$ cat src/rtl/reg_arb_pkg.sv
// Shared types and constants for the register-bank arbiter.
// Latency: none (declarations only).
// Backpressure: none (declarations only).
package reg_arb_pkg;

    typedef enum logic [1:0] {
        IDLE   = 2'd0,
        ACCESS = 2'd1,
        WAIT   = 2'd2,
        ACK    = 2'd3
    } arb_state_t;

    localparam int REQ_SPI = 0;
    localparam int REQ_I2C = 1;
    localparam int NUM_REQ = 2;

endpackage

$ cat src/rtl/reg_arb_pick.sv
// Winner selection between SPI and I2C requesters; REG_ARB_ROUND_ROBIN_EN selects round robin, else SPI-first priority.
// Latency: combinational.
// Backpressure: none; losers simply stay pending in their requester.
module reg_arb_pick
    import reg_arb_pkg::*;
(
    input  logic [NUM_REQ-1:0] elig,
`ifdef REG_ARB_ROUND_ROBIN_EN
    input  logic               ptr,
`endif
    output logic [NUM_REQ-1:0] gnt
);

    always_comb begin
        gnt = '0;
`ifdef REG_ARB_ROUND_ROBIN_EN
        // ptr names the requester that wins a tie
        if (elig[ptr]) begin
            gnt[ptr] = 1'b1;
        end else if (elig[~ptr]) begin
            gnt[~ptr] = 1'b1;
        end
`else
        if (elig[REQ_SPI]) begin
            gnt[REQ_SPI] = 1'b1;
        end else if (elig[REQ_I2C]) begin
            gnt[REQ_I2C] = 1'b1;
        end
`endif
    end

endmodule

$ cat src/rtl/reg_bank_arbiter.sv
// Arbitrates SPI/I2C single-beat accesses onto the register bank (optional REG_ARB_ROUND_ROBIN_EN).
// Latency: request sampled at edge N -> bank access N+1, ack N+3, back in IDLE N+4.
// Backpressure: requesters hold req until their one-cycle ack; only IDLE samples requests.
module reg_bank_arbiter
    import reg_arb_pkg::*;
#(
    parameter int REG_W    = 8,
    parameter int NUM_REGS = 16,
    parameter int ADDR_W   = $clog2(NUM_REGS)
) (
    input  logic              clk,
    input  logic              rst,
    input  logic              arb_en,
    input  logic              sel,
    input  logic              spi_req,
    input  logic              spi_wr_rdn,
    input  logic [REG_W-1:0]  spi_addr,
    input  logic [REG_W-1:0]  spi_wdata,
    output logic              spi_ack,
    output logic [REG_W-1:0]  spi_rdata,
    output logic              spi_err,
    input  logic              i2c_req,
    input  logic              i2c_wr_rdn,
    input  logic [REG_W-1:0]  i2c_addr,
    input  logic [REG_W-1:0]  i2c_wdata,
    output logic              i2c_ack,
    output logic [REG_W-1:0]  i2c_rdata,
    output logic              i2c_err,
    output logic              bank_we,
    output logic              bank_wr_rdn,
    output logic [ADDR_W-1:0] bank_addr,
    output logic [REG_W-1:0]  bank_wdata,
    input  logic [REG_W-1:0]  bank_rdata,
    input  logic              bank_err,
    output logic              busy,
    output logic [1:0]        grant
);

    localparam logic [REG_W:0] ADDR_LIMIT = (REG_W+1)'(NUM_REGS);

    arb_state_t         state;
    arb_state_t         state_nxt;
    logic [NUM_REQ-1:0] elig;
    logic [NUM_REQ-1:0] win;
    logic [NUM_REQ-1:0] grant_q;
    logic               cap_wr;
    logic [REG_W-1:0]   cap_addr;
    logic [REG_W-1:0]   cap_wdata;
    logic [REG_W-1:0]   rsp_rdata;
    logic               rsp_err;
    logic               in_range;
    logic               in_access;

    // Static mode masks out the requester not named by sel
    always_comb begin
        elig = '0;
        if (arb_en) begin
            elig[REQ_SPI] = spi_req;
            elig[REQ_I2C] = i2c_req;
        end else if (sel) begin
            elig[REQ_I2C] = i2c_req;
        end else begin
            elig[REQ_SPI] = spi_req;
        end
    end

`ifdef REG_ARB_ROUND_ROBIN_EN
    logic rr_ptr;

    reg_arb_pick u_pick (
        .elig (elig),
        .ptr  (rr_ptr),
        .gnt  (win)
    );

    always_ff @(posedge clk) begin
        if (rst) begin
            rr_ptr <= 1'(REQ_SPI);
        end else if (state == ACK) begin
            rr_ptr <= grant_q[REQ_SPI] ? 1'(REQ_I2C) : 1'(REQ_SPI);
        end
    end
`else
    reg_arb_pick u_pick (
        .elig (elig),
        .gnt  (win)
    );
`endif

    always_comb begin
        state_nxt = state;
        case (state)
            IDLE:    if (|win) state_nxt = ACCESS;
            ACCESS:  state_nxt = WAIT;
            WAIT:    state_nxt = ACK;
            ACK:     state_nxt = IDLE;
            default: state_nxt = IDLE;
        endcase
    end

    always_ff @(posedge clk) begin
        if (rst) begin
            state     <= IDLE;
            grant_q   <= '0;
            cap_wr    <= 1'b0;
            cap_addr  <= '0;
            cap_wdata <= '0;
            rsp_rdata <= '0;
            rsp_err   <= 1'b0;
        end else begin
            state <= state_nxt;
            case (state)
                IDLE: begin
                    if (|win) begin
                        grant_q   <= win;
                        cap_wr    <= win[REQ_I2C] ? i2c_wr_rdn : spi_wr_rdn;
                        cap_addr  <= win[REQ_I2C] ? i2c_addr   : spi_addr;
                        cap_wdata <= win[REQ_I2C] ? i2c_wdata  : spi_wdata;
                    end
                end
                WAIT: begin
                    rsp_rdata <= in_range ? bank_rdata : '0;
                    rsp_err   <= in_range ? bank_err   : 1'b1;
                end
                ACK:     grant_q <= '0;
                default: ;
            endcase
        end
    end

    assign in_range  = {1'b0, cap_addr} < ADDR_LIMIT;
    assign in_access = (state == ACCESS);

    assign bank_we     = in_access & cap_wr & in_range;
    assign bank_wr_rdn = in_access & cap_wr;
    assign bank_addr   = in_access ? cap_addr[ADDR_W-1:0] : '0;
    assign bank_wdata  = in_access ? cap_wdata : '0;

    assign busy  = (state != IDLE);
    assign grant = grant_q;

    assign spi_ack   = (state == ACK) & grant_q[REQ_SPI];
    assign i2c_ack   = (state == ACK) & grant_q[REQ_I2C];
    assign spi_rdata = spi_ack ? rsp_rdata : '0;
    assign spi_err   = spi_ack & rsp_err;
    assign i2c_rdata = i2c_ack ? rsp_rdata : '0;
    assign i2c_err   = i2c_ack & rsp_err;

endmodule

$ cat config.mk
export PLATFORM = sky130hd
export DESIGN_NAME = reg_bank_arbiter
export DESIGN_NICKNAME = d
export VERILOG_FILES = /design/src/rtl/reg_arb_pkg.sv /design/src/rtl/reg_arb_pick.sv /design/src/rtl/reg_bank_arbiter.sv
export SDC_FILE = /design/constraint.sdc
export NUM_CORES = 1
export LEC_CHECK = 0
export CAP_MARGIN = 5
export CORE_MARGIN = 3
export CORE_UTILIZATION = 38
export DETAILED_ROUTE_END_ITERATION = 6
export GPL_TIMING_DRIVEN = 0
export PLACE_DENSITY = 0.79
export SETUP_SLACK_MARGIN = 0.02
export SYNTH_ARGS = -nofsm -noshare
export SYNTH_HDL_FRONTEND = slang
export SYNTH_HIERARCHICAL = 1
export SYNTH_SLANG_ARGS = --single-unit
$ cat constraint.sdc
create_clock -name clk -period 2.45 [get_ports clk]
set_input_delay 0.49 -clock clk [delete_from_list [all_inputs] [get_ports clk]]
set_output_delay 0.49 -clock clk [all_outputs]
set_load 0.02 [all_outputs]
==> impl_results.md <==
- First-pass GRT wire length: 6.83 mm
- Placed cells: 303
- Critical path depth in cells: 4
- I/O pins: 86
- Final Hold Viols: 0
- Cell variety after synth: 23
- ANT nets after route: 0
- Worst reg2reg path depth: 6
- Top sig layer: met4
- Syn_area_per_cell: 9.02 µm²
- Seq pwr share: 34.1%
- Sw frac: 35.6%
- Crit path launch type: flip-flop
- Clk Latency, worst-skew pair: 0.28 ns
- Post-Synth Adder-Cell Area: 3.24%
- Final Net Count: 314
- Worst-path fanout max: 10
- Sequential share of the synthesized area: 38.9%
- Hold WC Path Type: flip-flop to flip-flop
- Mux share of post-synthesis cell area: 11.7%
- Root Buffer: clkbuf_8
- Status: complete, no violations
- Final Instance Area: 0.00261 mm²
- Crit path max-delay cell type: clkdlybuf4s50_1
- Port Buffer Count: 84
- Global Route Usage Sum: 17.2%
- Share of post-route cells with drive strength above 1: 10.7%
- Vias in the first global route: 1541
- Post-Synth XOR/XNOR Area: 0%
- Max stage delay on crit path: 0.60 ns
- Family with the most delay on the worst path: buffers and inverters
- Num Clock Sinks: 30
- Hold path depth: 2
- Starting Density: 40.6%
- Largest family of logic cells by synthesized area: simple AND/OR/NAND/NOR gates
- CTS tree: yes
- FF+latch count, synth: 30
- Drt total wl: 4.25 mm
- Clock power frac: 23.0%
- CP cell instances: ha_2, clkbuf_2, and3_1, clkdlybuf4s50_1
- Antenna cells: 0
- Area after DPL: 0.00244 mm²
- Worst ir drop on vdd: 0.458 mV
- Core Region: 0.00380 mm²
- Logic pwr share: 43.0%
- Initial antenna violation count: 0
- Clock Path Buffers: 2
- RSZ-0062 raised after global routing: true
- WP buf/inv: 2
- Simple-Gate Fraction of Synth Area: 23.6%
- Largest cells by area after synthesis: dfxtp_1 (39%), mux2i_1 (12%), a211oi_1 (9.2%), and3_1 (7.3%), nor2_1 (5.8%)
- Pin count of the biggest net entering global routing: 11
- Kind of critical path: flip-flop to primary output
- Yosys top cell by area: dfxtp_1
- Post-CTS setup buffers: 0
- DRC viols: 0
- Setup Viol. Count Final: 0
- H-tree Lvls: 2
- Skew final: 0.00821 ns
- Area added between synthesis and finish: 69.0%
- Drt pass-1 iters: 4
- Iteration-0 DRC Markers: 56
- Die height: 69.7 µm
- Final Cycle Share: 96.7%
- WP data required: 1.96 ns
- Synth Area in Compound Gates: 17.2%
- Die width: 69.7 µm
- GRT overflow: 0
- Post-Syn Instances: 171
- Lkg Pwr: 1.46 nW
- Internal Pwr Total: 0.00135 W
- Final min period: 2.37 ns
- Die Area: 0.00486 mm²
- Met1 wire length: 1.80 mm
- FP Rows: 22
- Worst Setup End Kind: primary output
- DP Worst Slack: -0.226 ns
- Total power: 0.00209 W
- Worst slew margin: 53.4%
- Max Cap Violations: 0
- Total net switching power: 0.000744 W
- Pwr Density: 801 mW/mm²
- Fmax: 0.422 GHz
- Worst Max-Slew Pin Slew: 0.700 ns
- GPL Wtd Cong: 0.853
- Max Slew Vio Count: 0
- Setup ws final: 0.0816 ns
- Dpl hpwl: 3.26 mm
- Wire length on met3: 444 µm
- DR WL met2: 2.00 mm
- Arrival time worst endpoint: 1.88 ns
- Syn Nets: 224
- Total negative setup slack: 0 ns
- Yosys warning total: 6
- TritonCTS Buffers: 5
- WL per Instance: 13.7 µm
- Vias: 1541
- Cell Area, Synth: 0.00154 mm²
- Clk slew on worst S/H paths: 0.06 ns
- Vias/cell: 4.97
- Yosys top cell area share: 38.9%
- Final Non-Filler Cells: 310
==> timing repair <==
item                       CTS  global route
setup endpoints to repair   31            45
gates resized for setup      7            25
hold buffers                 0             0
==> flip-flops by register name, indices dropped and copies added, names as in the netlist <==
signal     count
rsp_rdata      8
state          2
grant          2
cap_wr         1
cap_addr       8
cap_wdata      8
rsp_err        1
==> metal layers <==
metal  global-route usage [%]  vias up
li1                         -      784
met1                     19.4      675
met2                     29.2       80
met3                     8.41        2
met4                     3.83        0
met5                        0        -
==> worst paths after layout <==
kind | start | endpoint | slack, ns
worst max register to register | state[0]$_SDFFE_PP0P_ | cap_wdata[5]$_SDFFE_PP0P_ | 0.77
worst min-delay path | grant[0]$_SDFFE_PP0P_ | grant[0]$_SDFFE_PP0P_ | 0.49
worst min register to register | grant[0]$_SDFFE_PP0P_ | grant[0]$_SDFFE_PP0P_ | 0.49
worst max-delay path | state[0]$_SDFFE_PP0P_ | i2c_rdata[6] | 0.08
==> cell usage in the layout (no fill, tap or decap), drive strengths merged, types with 3 or more instances in the layout <==
cell type,synthesis,final
clkdlybuf4s50,0,60
dfxtp,30,30
nor2,24,24
dlymetal6s2s,0,21
a211oi,19,19
and3,18,18
mux2i,18,18
clkbuf,11,15
and2,14,14
a22o,8,8
inv,5,5
buf,4,4
ha,4,4
nand2,3,3
dlygate4sd2,0,3
==> power by group through the flow <==
stage	Sequential (W)	Clock, W	Combinational (W)
5_1_grt	0.000729	0.000517	0.00101
6_report	0.000712	0.000480	0.000898
3_5_place_dp	0.000722	0	0.000909
4_1_cts	0.000712	0.000490	0.000918
2_1_floorplan	0.000707	0	0.000576
3_3_place_gp	0.000713	0	0.000894
==> cells by family (layout without fill, tap and decap cells) <==
family,Yosys count,in the layout
mux,18,18
fa+ha+maj,4,4
flops,30,30
simple gates,65,65
compound gates,34,34
buf+inv,20,111
==> tightest hold or removal path, stage by stage (launching register included) <==
cell and delay [ns]:
dfxtp_1 0.31, o21ai_0 0.07, a21oi_1 0.06
==> cell usage after synthesis <==
cell type / count
nand2_1: 3
and2_1: 14
clkbuf_1: 11
buf_4: 1
ha_1: 4
buf_2: 3
inv_1: 5
a211oi_1: 19
dfxtp_1: 30
o21a_1: 2
nor3b_1: 1
nor2_1: 24
nor2b_4: 1
mux2i_1: 18
nor3b_4: 1
nor2b_1: 1
and3_1: 18
or4_4: 1
a21oi_1: 2
a22o_2: 8
a21boi_0: 1
nor3_1: 1
o21ai_0: 2
==> final cells by class <==
cell class,instances,area (µm²)
Timing Repair Buffer,84,890
Fill cell,342,1190
Inverter,5,18.8
Multi-Input combinational cell,121,862
Buffer,14,67.6
Sequential cell,30,601
Tap cell,48,60.1
Clock buffer,5,68.8
Clock inverter,3,40.0
==> stage by stage <==
stage	hold WS (ns)	util, %
3_3_place_gp	0.474	64.3
3_5_place_dp	0.477	64.3
4_1_cts	0.492	67.3
5_1_grt	0.514	68.6
2_1_floorplan	0.455	-
6_report	0.490	68.6
Power figures use the tool's default switching activity.
